`config.mk`:
```
export PLATFORM = sky130hd
export DESIGN_NAME = cu_fsm
export DESIGN_NICKNAME = d
export VERILOG_FILES = /design/src/rtl/cu_fsm.sv
export SDC_FILE = /design/constraint.sdc
export NUM_CORES = 1
export LEC_CHECK = 0
export ABC_AREA = 1
export ABC_CLOCK_PERIOD_IN_PS = 1800
export CAP_MARGIN = 30
export CORE_AREA = 8 8 45 47
export CTS_BUF_LIST = sky130_fd_sc_hd__clkbuf_8 sky130_fd_sc_hd__clkbuf_16
export CTS_CLUSTER_SIZE = 25
export DETAILED_ROUTE_END_ITERATION = 6
export DIE_AREA = 0 0 53 55
export PLACE_DENSITY_LB_ADDON = 0.1
export SLEW_MARGIN = 20
export SYNTH_ARGS = -nofsm -noshare
export SYNTH_HDL_FRONTEND = slang
export SYNTH_SLANG_ARGS = --single-unit
```
`constraint.sdc`:
```
create_clock -name clk -period 1.8 [get_ports clk]
set_input_delay 0.18 -clock clk [delete_from_list [all_inputs] [get_ports clk]]
set_output_delay 0.18 -clock clk [all_outputs]
set_load 0.005 [all_outputs]
```
`src/rtl/cu_fsm.sv`:
```
// cu_fsm: multicycle sequencer for the OTTER RISC-V core.
// Issues the PC, register file, CSR, IR and memory strobes for each
// instruction phase, with memory wait states and interrupt entry.
// Mux selects and ALU function remain in the combinational decoder.
module cu_fsm #(
    parameter int INIT_CYCLES = 2
) (
    input  logic       clk,
    input  logic       rst_n,
    input  logic [6:0] opcode,
    input  logic [2:0] func3,
    input  logic       intr,
    input  logic       mem_rdy,
    output logic       pc_rst,
    output logic       ir_ld,
    output logic       pc_write,
    output logic       reg_write,
    output logic       mem_rden1,
    output logic       mem_rden2,
    output logic       mem_we2,
    output logic       csr_we,
    output logic       int_taken,
    output logic       mret_exec,
    output logic [2:0] state
);

    localparam int CNT_W = (INIT_CYCLES > 1) ? $clog2(INIT_CYCLES) : 1;
    localparam logic [CNT_W-1:0] CNT_LOAD = CNT_W'(INIT_CYCLES - 1);

    localparam logic [6:0] OP_LOAD   = 7'b0000011;
    localparam logic [6:0] OP_STORE  = 7'b0100011;
    localparam logic [6:0] OP_BRANCH = 7'b1100011;
    localparam logic [6:0] OP_LUI    = 7'b0110111;
    localparam logic [6:0] OP_AUIPC  = 7'b0010111;
    localparam logic [6:0] OP_JAL    = 7'b1101111;
    localparam logic [6:0] OP_JALR   = 7'b1100111;
    localparam logic [6:0] OP_IMM    = 7'b0010011;
    localparam logic [6:0] OP_RG3    = 7'b0110011;
    localparam logic [6:0] OP_SYSTEM = 7'b1110011;

    localparam logic [2:0] F3_MRET  = 3'b000;
    localparam logic [2:0] F3_CSRRW = 3'b001;

    typedef enum logic [2:0] {
        ST_INIT  = 3'd0,
        ST_FETCH = 3'd1,
        ST_EXEC  = 3'd2,
        ST_WB    = 3'd3,
        ST_INTR  = 3'd4
    } state_t;

    state_t           state_q;
    state_t           state_nxt;
    logic [CNT_W-1:0] cnt_q;
    logic             done;

    // Strobe decode and next-state selection for the current phase
    always_comb begin
        pc_rst    = 1'b0;
        ir_ld     = 1'b0;
        pc_write  = 1'b0;
        reg_write = 1'b0;
        mem_rden1 = 1'b0;
        mem_rden2 = 1'b0;
        mem_we2   = 1'b0;
        csr_we    = 1'b0;
        int_taken = 1'b0;
        mret_exec = 1'b0;
        done      = 1'b0;
        state_nxt = state_q;
        case (state_q)
            ST_INIT: begin
                pc_rst = 1'b1;
                if (cnt_q == '0)
                    state_nxt = ST_FETCH;
            end
            ST_FETCH: begin
                mem_rden1 = 1'b1;
                if (mem_rdy) begin
                    ir_ld     = 1'b1;
                    state_nxt = ST_EXEC;
                end
            end
            ST_EXEC: begin
                case (opcode)
                    OP_LOAD: begin
                        // Register write-back happens in WB once data is valid
                        mem_rden2 = 1'b1;
                        if (mem_rdy)
                            state_nxt = ST_WB;
                    end
                    OP_STORE: begin
                        mem_we2 = 1'b1;
                        if (mem_rdy) begin
                            pc_write = 1'b1;
                            done     = 1'b1;
                        end
                    end
                    OP_BRANCH: begin
                        pc_write = 1'b1;
                        done     = 1'b1;
                    end
                    OP_LUI, OP_AUIPC, OP_JAL, OP_JALR, OP_IMM, OP_RG3: begin
                        pc_write  = 1'b1;
                        reg_write = 1'b1;
                        done      = 1'b1;
                    end
                    OP_SYSTEM: begin
                        pc_write = 1'b1;
                        done     = 1'b1;
                        if (func3 == F3_CSRRW) begin
                            csr_we    = 1'b1;
                            reg_write = 1'b1;
                        end else if (func3 == F3_MRET) begin
                            mret_exec = 1'b1;
                        end
                    end
                    default: begin
                        // Unknown opcodes retire as a NOP
                        pc_write = 1'b1;
                        done     = 1'b1;
                    end
                endcase
            end
            ST_WB: begin
                reg_write = 1'b1;
                pc_write  = 1'b1;
                done      = 1'b1;
            end
            ST_INTR: begin
                // intr deliberately ignored here so entry cannot repeat back-to-back
                int_taken = 1'b1;
                pc_write  = 1'b1;
                state_nxt = ST_FETCH;
            end
            default: begin
                // Corrupted state code: drive nothing, recover through INIT
                state_nxt = ST_INIT;
            end
        endcase
        if (done)
            state_nxt = intr ? ST_INTR : ST_FETCH;
    end

    // State register and INIT hold-off counter
    always_ff @(posedge clk or negedge rst_n) begin
        if (!rst_n) begin
            state_q <= ST_INIT;
            cnt_q   <= CNT_LOAD;
        end else begin
            state_q <= state_nxt;
            if (state_q == ST_INIT) begin
                if (cnt_q != '0)
                    cnt_q <= cnt_q - 1'b1;
            end else begin
                // Keep the count primed so any later entry to INIT gets the full hold
                cnt_q <= CNT_LOAD;
            end
        end
    end

    assign state = state_q;

endmodule

```
==> impl_metrics.csv, run 1 <==
group,metric,value,unit
logic_synthesis,syn_area_per_cell,5.862,µm²
finish,fill_cells,140,
route,route.met3.wl,126,µm
route,wl_met1,570,µm
worst_setup_path,critPathKind,"in2out",
floorplanning,dieWidth,53,µm
status,outcome,"complete, no violations",
clock_network,clock_latency,220,ps
worst_setup_path,end_kind,"output port",
logic_synthesis,yosys.area_share.simple,0.5614,
floorplanning,initial_utilization,0.3092,
logic_synthesis,ys_ff_latch,4,
logic_synthesis,synth_top_area_share,0.1754,
global_routing,grt_pass1_vias,499,
sta,tightest_slew,211.4,ps
logic_synthesis,synth_xor_xnor_area_share,0,
clock_network,clock-sinks,4,
pwr,power,0.0009663,W
clock_network,post_cts_buffers,0,
placement,hpwl,1123,µm
logic_synthesis,syn-cell-area,427.9,µm²
logic_synthesis,synth-adder-area-share,0,
logic_synthesis,synth_top_cells_by_area,"dfrtp_1 (18%), nand2_1 (17%), nor2_1 (11%)",
logic_synthesis,yosysSeqAreaShare,0.2368,
logic_synthesis,syn_nets,87,
sta,clock_skew,2.975,ps
global_routing,grt_pass1_wl,2042,µm
pwr,leakage,0.4434,nW
sta,clock.fmax,0.5821,GHz
floorplanning,die_h,55,µm
sta,final-max-slew-violation-count,0,
worst_setup_path,path_max_fanout,3,
floorplanning,core-area,1384,µm²
global_routing,grt_overflow,0,
route,vias_per_cell,4.528,
floorplanning,rows,14,
finish,diodes,0,
sta,hold_viol_final,0,
clock_network,clockRootBuffer,"clkbuf_8",
route,drc,0,
clock_network,cts_tree,"done",
finish,synthToLayoutAreaGrowth,85.67,%
route,highest_layer,"met4",
finish,mostFrequentLayoutCells,"nand2_1 (17), clkdlybuf4s50_1 (14), nor2_1 (12)",
sta,fin_crit,1718,ps
placement,gp_congestion,0.8341,
min_path,hp-class,"in2async",
floorplanning,io_pins,27,
sta,relSlewSlack,0.8578,
global_routing,grt.total_usage,0.09141,
logic_synthesis,yosysWarnings,0,
pwr,vdd_ir_drop_max,0.6989,mV
sta,setup_viol,0,
worst_setup_path,cp_data_required_time,1620,ps
clock_network,clk_pin_slew,40,ps
route,dr_wl_met2,602,µm
clock_network,ctsHoldBuffers,0,
logic_synthesis,syn_inst,73,
route,avgRoutedWirePerCell,10.69,µm
worst_setup_path,worst_ep_arrival_time,1540,ps
finish,fin_cells,123,
logic_synthesis,yosys-mux-area-fraction,0,
clock_network,cts-htree-levels,1,
finish,nNetsFinal,122,
global_routing,antenna_found_initial,0,
placement,portBuffers,26,
route,ant_nets,0,
route,drtIter0Drc,16,
finish,layout-drive-gt1-share,0.2617,
global_routing,grt_max_degree,6,
floorplanning,dieArea,2915,µm²
placement,dp_cells,119,
sta,finalCritPeriodShare,0.9544,
clock_network,cts.path.max_buffers,2,
route,wl,1315,µm
worst_setup_path,critPathLaunchType,"input port",
finish,final_common_cell,"nand2_1",
run,max_cap_violations,0,
route,first_pass_iters,4,
logic_synthesis,synth_top_family_by_area,"simple AND/OR/NAND/NOR gates",
logic_synthesis,synth_top_cell_by_area,"dfrtp_1",
logic_synthesis,synth_cell_types,18,
clock_network,numCtsBuffers,3,
route,via_count,557,
pwr,powerDensity,1216,nW/µm²
logic_synthesis,synth_compound_area_frac,0.06140,
## layer usage
metal  vias to the layer above  global-route usage
li1                        295                   -
met1                       240              0.1130
met2                        20              0.1406
met3                         2             0.03209
met4                         0             0.03879
met5                         -                   0
## per-stage QoR
step / hold WS [ps] / worst slack (ps) / setup TNS (ps) / utilization / instance area (µm²)
after floorplan: -115.6 / 656.5 / 0 / - / 427.9
after global placement: 387.8 / -182.3 / -736.4 / 0.5335 / 738.2
after detailed placement: 390.5 / -244.0 / -844.8 / 0.5335 / 738.2
after CTS: 163.1 / 6.379 / 0 / 0.5624 / 778.2
after global routing: 159.4 / -2.174 / -2.174 / 0.5741 / 794.5
final: 156.8 / 82.03 / 0 / 0.5741 / 794.5
## registers in the layout, indices dropped and copies added, names as in the netlist
signal	cells
state	3
cnt_q	1
## power breakdown
group	switching, W	total, W	internal [W]
Sequential	0.0000419	0.000180	0.000138
Clock	0.0000523	0.000198	0.000146
Combinational	0.000292	0.000588	0.000295
Total	0.000387	0.000966	0.000580
## what timing repair did
item,in CTS,in global routing
setup endpoints to repair,6,1
pin swaps,1,3
resized for setup,9,7
## worst max-delay path, cell delays in order
cell             delay (ps)
clkdlybuf4s50_1         470
nand2_2                  60
inv_2                    60
nand2_2                  60
nor2_1                  110
nor2_1                   50
nand2_1                  90
nand2_2                  60
or2_1                   200
clkdlybuf4s15_1         200
## path summary, 6_finish.rpt
| kind | start | end | slack [ps] | cells past startpoint |
|---|---|---|---|---|
| max in group asynchronous | rst_n | cnt_q$_DFF_PN1_ | 1410 | 1 |
| max reg2reg | state[2]$_DFFE_PN0P_ | state[0]$_DFFE_PN0P_ | 460 | 9 |
| min in group clk | intr | state[2]$_DFFE_PN0P_ | 520 | 3 |
| max | opcode[0] | pc_write | 80 | 10 |
| min reg2reg | state[2]$_DFFE_PN0P_ | cnt_q$_DFF_PN1_ | 580 | 2 |
| min | rst_n | state[2]$_DFFE_PN0P_ | 160 | 1 |
## synth_stat cells, drive strengths merged
master / instances
nand2: 22
a31oi: 2
nor4: 1
nor2: 15
o21ai: 2
dfstp: 1
inv: 16
nand4: 1
nand3: 7
nor3: 2
or2: 1
dfrtp: 3
## layout make-up
class	count	area, µm²	share of cell area
timing repair buffer	30	291.5	0.3669
clock inverter	1	3.754	0.004724
clock buffer	3	41.29	0.05197
tap	16	20.02	0.02520
sequential	4	101.3	0.1276
multi-input combinational	53	276.5	0.3480
inverter	16	60.06	0.07559
## cells by family after synthesis
family / after synthesis
DFF: 4
and+or+nand+nor: 49
buffers and inverters: 16
AOI/OAI and AO/OA: 4
Note: power is estimated with default switching activity, not from simulation.
==> run 2, diff against run 1 <==
Settings changed: CAP_MARGIN 30 to unset.
==> results of run 2 <==
The final DEF is identical to that of run 1; final timing and power are the same.
